File: config.mk
export PLATFORM = sky130hd
export DESIGN_NAME = alu_exec_unit
export DESIGN_NICKNAME = d
export VERILOG_FILES = /design/src/rtl/alu_pkg.sv /design/src/rtl/alu_comb_core.sv /design/src/rtl/alu_exec_unit.sv
export SDC_FILE = /design/constraint.sdc
export NUM_CORES = 1
export LEC_CHECK = 0
export BUFFER_PORTS_ARGS = -buffer_cell sky130_fd_sc_hd__clkbuf_2
export CAP_MARGIN = 25
export CORE_UTILIZATION = 30
export CTS_CLUSTER_SIZE = 30
export DETAILED_ROUTE_END_ITERATION = 12
export SYNTH_ARGS = -nofsm -noshare
export SYNTH_HDL_FRONTEND = slang
export SYNTH_SLANG_ARGS = --single-unit
File: constraint.sdc
create_clock -name clk -period 2.05 [get_ports clk]
set_input_delay 0.3075 -clock clk [delete_from_list [all_inputs] [get_ports clk]]
set_output_delay 0.3075 -clock clk [all_outputs]
set_load 0.005 [all_outputs]
File: src/rtl/alu_pkg.sv
// alu_pkg: shared definitions for the execute-stage ALU.
//   - alu_op encodings produced by the instruction ALU-op decoder
//   - FSM state encoding used by alu_exec_unit
//   - is_shift(): classifies an alu_op as one of the shift operations
// Optional build macro used by the ALU files: ALU_BARREL_SHIFT_EN.
package alu_pkg;

  localparam logic [3:0] ALU_ADD  = 4'b0000;
  localparam logic [3:0] ALU_SUB  = 4'b0001;
  localparam logic [3:0] ALU_SLL  = 4'b0100;
  localparam logic [3:0] ALU_SRL  = 4'b0110;
  localparam logic [3:0] ALU_SRA  = 4'b0111;
  localparam logic [3:0] ALU_AND  = 4'b1001;
  localparam logic [3:0] ALU_OR   = 4'b1010;
  localparam logic [3:0] ALU_XOR  = 4'b1011;
  localparam logic [3:0] ALU_SLTU = 4'b1100;
  localparam logic [3:0] ALU_SLT  = 4'b1101;

  typedef enum logic [1:0] {
    IDLE  = 2'd0,
    SHIFT = 2'd1,
    DONE  = 2'd2
  } state_t;

  function automatic logic is_shift(input logic [3:0] op);
    return (op == ALU_SLL) || (op == ALU_SRL) || (op == ALU_SRA);
  endfunction

endpackage

File: src/rtl/alu_comb_core.sv
// alu_comb_core: purely combinational single-cycle ALU datapath.
// Ports:
//   op     in  4     alu_op encoding (unknown codes execute as ADD)
//   a      in  XLEN  operand A
//   b      in  XLEN  operand B
//   result out XLEN  single-cycle result
// Build macro ALU_BARREL_SHIFT_EN: when defined, shifts are resolved here by a
// full barrel shifter. When undefined, shift ops return operand A unchanged,
// which is the correct result for a zero shift amount; non-zero shifts are
// handled iteratively by the parent.
module alu_comb_core
  import alu_pkg::*;
#(
  parameter int XLEN = 32
) (
  input  logic [3:0]      op,
  input  logic [XLEN-1:0] a,
  input  logic [XLEN-1:0] b,
  output logic [XLEN-1:0] result
);

  logic lt_signed;
  logic lt_unsigned;

  assign lt_signed   = $signed(a) < $signed(b);
  assign lt_unsigned = a < b;

`ifdef ALU_BARREL_SHIFT_EN
  localparam int SHW = $clog2(XLEN);
  logic [SHW-1:0] amt;
  assign amt = b[SHW-1:0];
`endif

  always_comb begin
    result = a + b;
    case (op)
      ALU_ADD:  result = a + b;
      ALU_SUB:  result = a - b;
      ALU_AND:  result = a & b;
      ALU_OR:   result = a | b;
      ALU_XOR:  result = a ^ b;
      ALU_SLTU: result = {{(XLEN-1){1'b0}}, lt_unsigned};
      ALU_SLT:  result = {{(XLEN-1){1'b0}}, lt_signed};
`ifdef ALU_BARREL_SHIFT_EN
      ALU_SLL:  result = a << amt;
      ALU_SRL:  result = a >> amt;
      ALU_SRA:  result = $unsigned($signed(a) >>> amt);
`else
      ALU_SLL, ALU_SRL, ALU_SRA: result = a;
`endif
      default:  result = a + b;
    endcase
  end

endmodule

File: src/rtl/alu_exec_unit.sv
// alu_exec_unit: execute-stage ALU with valid/ready handshakes on both sides.
// Ports:
//   clk, rst_n          clock, asynchronous active-low reset
//   flush               synchronous kill of in-flight/held operation
//   in_valid/in_ready   input handshake
//   in_alu_op, in_a, in_b, in_tag   operation, operands, destination tag
//   out_valid/out_ready output handshake
//   out_result, out_tag result and its tag, stable while out_valid && !out_ready
// Build macro ALU_BARREL_SHIFT_EN: when defined, every op (shifts included)
// completes one cycle after accept. When undefined, non-zero shifts iterate
// one bit per cycle through the SHIFT state.
module alu_exec_unit
  import alu_pkg::*;
#(
  parameter int XLEN  = 32,
  parameter int TAG_W = 5
) (
  input  logic             clk,
  input  logic             rst_n,
  input  logic             flush,
  input  logic             in_valid,
  output logic             in_ready,
  input  logic [3:0]       in_alu_op,
  input  logic [XLEN-1:0]  in_a,
  input  logic [XLEN-1:0]  in_b,
  input  logic [TAG_W-1:0] in_tag,
  output logic             out_valid,
  input  logic             out_ready,
  output logic [XLEN-1:0]  out_result,
  output logic [TAG_W-1:0] out_tag
);

  localparam int SHW = $clog2(XLEN);

  state_t           state_reg, state_next;
  logic [XLEN-1:0]  result_reg, result_next;
  logic [TAG_W-1:0] tag_reg, tag_next;
  logic [XLEN-1:0]  acc_reg, acc_next;
  logic [SHW-1:0]   cnt_reg, cnt_next;
  logic [3:0]       op_reg, op_next;

  logic [XLEN-1:0]  core_result;
  logic [XLEN-1:0]  acc_shifted;
  logic [SHW-1:0]   amt;
  logic             accept;

  assign amt = in_b[SHW-1:0];

  alu_comb_core #(.XLEN(XLEN)) u_core (
    .op     (in_alu_op),
    .a      (in_a),
    .b      (in_b),
    .result (core_result)
  );

  // One-bit step of the iterative shifter; op_reg only ever holds a shift op.
  always_comb begin
    acc_shifted = {acc_reg[XLEN-1], acc_reg[XLEN-1:1]};
    case (op_reg)
      ALU_SLL: acc_shifted = {acc_reg[XLEN-2:0], 1'b0};
      ALU_SRL: acc_shifted = {1'b0, acc_reg[XLEN-1:1]};
      default: acc_shifted = {acc_reg[XLEN-1], acc_reg[XLEN-1:1]};
    endcase
  end

  always_comb begin
    state_next  = state_reg;
    result_next = result_reg;
    tag_next    = tag_reg;
    acc_next    = acc_reg;
    cnt_next    = cnt_reg;
    op_next     = op_reg;

    // DONE with out_ready frees the slot in the same cycle (no bubble).
    in_ready = !flush && ((state_reg == IDLE) || ((state_reg == DONE) && out_ready));
    accept   = in_valid && in_ready;

    if (flush) begin
      state_next = IDLE;
    end else begin
      case (state_reg)
        IDLE, DONE: begin
          if (accept) begin
            tag_next = in_tag;
`ifndef ALU_BARREL_SHIFT_EN
            if (is_shift(in_alu_op) && (amt != '0)) begin
              acc_next   = in_a;
              cnt_next   = amt;
              op_next    = in_alu_op;
              state_next = SHIFT;
            end else
`endif
            begin
              result_next = core_result;
              state_next  = DONE;
            end
          end else if ((state_reg == DONE) && out_ready) begin
            state_next = IDLE;
          end
        end
        SHIFT: begin
          acc_next = acc_shifted;
          cnt_next = cnt_reg - SHW'(1);
          if (cnt_reg == SHW'(1)) begin
            result_next = acc_shifted;
            state_next  = DONE;
          end
        end
        default: state_next = IDLE;
      endcase
    end
  end

  always_ff @(posedge clk or negedge rst_n) begin
    if (!rst_n) begin
      state_reg  <= IDLE;
      result_reg <= '0;
      tag_reg    <= '0;
      acc_reg    <= '0;
      cnt_reg    <= '0;
      op_reg     <= '0;
    end else begin
      state_reg  <= state_next;
      result_reg <= result_next;
      tag_reg    <= tag_next;
      acc_reg    <= acc_next;
      cnt_reg    <= cnt_next;
      op_reg     <= op_next;
    end
  end

  assign out_valid  = (state_reg == DONE);
  assign out_result = result_reg;
  assign out_tag    = tag_reg;

endmodule

==> reports/metrics.cfg <==
[run_status]
outcome=finished, violations left
violations=negative setup slack

[sta]
tightestPinTransition_ps=557.5
hold_violations=0
fmax_mhz=378.4
rsz0062_at_grt=yes
fin_crit_ps=2642
fin_skew_ps=16.05
maxSlewViolCount=0
relSlewSlack_pct=62.49
worst_slack_ps=-592.5
fin_crit_sh_pct=128.9
final-setup-viol-count=26

[placement]
post-place-ws_ps=-1189
place_inst=2082
portBuffers=116
place.gp.congestion=0.9587
dp_hpwl_um=33270

[clock_network]
cts_tree=built
clkSlewWorstSetupHoldPaths_ps=80
cts_htree_levels=3
cts_root_buf=clkbuf_16
insertion_delay_ps=370
clockBufferDepth=2
cts_sinks=80
cts_buffers=9

[power_and_ir_drop]
ir_drop_v=0.0004515
powerDensity_nw_per_um2=566.0
leakage_nw=6.830

[setup_path]
cpPeakStageDelay_ps=370
reg2reg_slack_ps=-110
reg2regPathDepth=8
startpoint=in_a[0]
endpoint=out_result[24]
cp.required_ps=2310
cp.arrival_ps=2900
r2r_start=op_reg[0]
path_max_fanout=3
cpMaxStageDelayCell=or3_4
crit_chain=clkbuf_16, inv_12, ha_4, inv_2, fa_2, nor2b_4, or3_4, o2111ai_4, a211o_4, a21oi_4, a221oi_4, and2b_1, o21ai_1, o2111ai_1, a32o_1
startpoint_type=input pin
critPathKind=in -> reg
endpoint_kind=flop
reg2reg_to=out_result[24]

[yosys]
synth_fp_nets=1445
ys_seq_area_share_pct=21.72
synth_seq_cells=80
synth_area_um2=9218
synth.yosys.warnings=0
synth_edf_count=0
syn_inst=1267
synth_cell_types=84
avgSynthCellArea_um2=7.275
ys_async_sr_fraction_pct=100.0
synth-main-ff-cell=dfrtp_1

[routing]
vias_per_cell=5.463
vias=11597
post-route-drc-count=0
wl_um=42480
first_pass_iters=6
ant_nets=0
drt_iter0_markers=1142
wl_per_cell_um=20.01

[global_routing]
grt.overflow.total=0
track_usage_pct=26.49
antenna_found_initial=0
first_global_vias=11357
grt_max_degree=51
grt_first_pass_wirelength_um=63620

[cells_and_area]
syn_to_final_growth_pct=58.46
drive_gt1_share_pct=41.26
fin_cells=2123
diodes=0
nNetsFinal=1906

[floorplan]
start_util_pct=30.77
die_x_um=177.3
ios=117
core_area_um2=29950
rows=63
die_y_um=177.3
die_area_um2=31430

[hold_path]
min_path_type=in -> reg

[run]
max-cap-violations=0

[cells by family after synthesis]
logic type	Yosys count	synth area share, %
AOI/OAI and AO/OA	455	33.32
xor gates and xnor gates	12	1.140
adders and majority gates	100	13.74
buffers and inverters	181	7.710
DFF	80	21.72
muxes	15	1.738
and+or+nand+nor	424	20.63
[worst min-delay path by stage]
stage / startpoint / to / slack [ps] / cells past startpoint
final: in_tag[2] / out_tag[2] / 180 / 2
after global routing: in_tag[0] / out_tag[0] / 180 / 2
after CTS: in_tag[2] / out_tag[2] / 170 / 2
after detailed placement: rst_n / acc_reg[2] / 290 / 1
after global placement: rst_n / out_result[4] / 300 / 1
after floorplan: rst_n / acc_reg[0] / 10 / 0
[cell usage after synthesis, types with 5 or more instances]
cell type / number / share of area, %
nand2_1: 179 / 7.3
o21ai_0: 134 / 7.3
nor2_1: 103 / 4.2
inv_1: 102 / 4.2
ha_1: 98 / 13
a21oi_1: 96 / 5.2
dfrtp_1: 80 / 22
clkbuf_1: 52 / 2.1
nand3_1: 33 / 1.8
nor3_1: 28 / 1.5
a221oi_1: 22 / 2.1
a211oi_1: 20 / 1.6
o211ai_1: 19 / 1.5
o31ai_1: 17 / 1.4
o21bai_1: 16 / 1.3
buf_2: 15 / 0.81
a31oi_1: 14 / 0.95
nor2b_1: 14 / 0.95
a22oi_1: 11 / 0.90
and2_1: 10 / 0.68
and3_1: 10 / 0.68
nor4_1: 10 / 0.68
xnor2_1: 10 / 0.95
o21a_1: 9 / 0.73
buf_1: 8 / 0.33
mux2_2: 8 / 0.98
or3_1: 8 / 0.54
a2111oi_0: 7 / 0.67
a21o_1: 7 / 0.57
a221o_1: 7 / 0.76
mux2i_1: 7 / 0.76
nand2b_1: 7 / 0.48
o221ai_1: 7 / 0.67
o22ai_1: 7 / 0.48
o2111ai_1: 6 / 0.57
o21ai_1: 5 / 0.27
[stage by stage]
stage	power, W	utilization [%]	area [µm²]	setup TNS (ps)	hold WS [ps]
global route	0.008743	48.76	14610	-14160	177.7
detailed placement	0.006085	44.35	13290	-25520	288.5
global placement	0.006029	44.35	13290	-23960	300.1
floorplan	0.004154	-	9477	-9098	11.91
finish	0.008267	48.76	14610	-11270	176.8
CTS	0.007989	46.93	14060	-9996	171.3
[where the power goes]
group	switching (W)	total, W	internal [W]
clock network	0.000778	0.00174	0.000960
logic	0.00223	0.00418	0.00195
registers	0.000361	0.00235	0.00199
total	0.00337	0.00827	0.00490
[routing by layer]
metal	vias to the layer above	wire length (µm)	global-route usage, %
li1	5490	-	-
met1	5466	18870	36.11
met2	552	18510	40.90
met3	89	3598	5.112
met4	0	1491	10.26
met5	-	0	0
[worst max-delay path: cells and delay by family]
family          cells  cell delay, ps
buf+inv             3             230
simple gates        3             720
compound gates      7            1200
fa+ha+maj           2             460
[placed cells by master (no fill, tap or decap), types with 36 or more instances in the layout]
cell type,synthesis,layout
a21oi_1,96,76
buf_4,3,385
clkbuf_2,1,105
dfrtp_1,80,80
ha_1,98,79
inv_1,102,84
nand2_1,179,177
nor2_1,103,92
o21ai_0,134,96
o21ai_1,5,36
[area by class of cell]
type / count / area, µm²
clock buffer: 9 / 225.2
clock inverter: 7 / 78.83
fill: 2962 / 15350
inverter: 102 / 416.7
multi-input combinational: 1007 / 7411
sequential: 80 / 2002
tap: 390 / 488.0
timing repair buffer: 528 / 3985
[timing repair]
item / 4_1_cts / 5_1_grt
buffers inserted: 11 / 17
resized for setup: 92 / 95
hold endpoints to repair: 30 / 0
hold buffers: 1 / 0
gates cloned: 0 / 3
pin swaps: 61 / 69
endpoints found under the setup margin: 28 / 36
No activity file was read; power rests on OpenSTA's default activity.
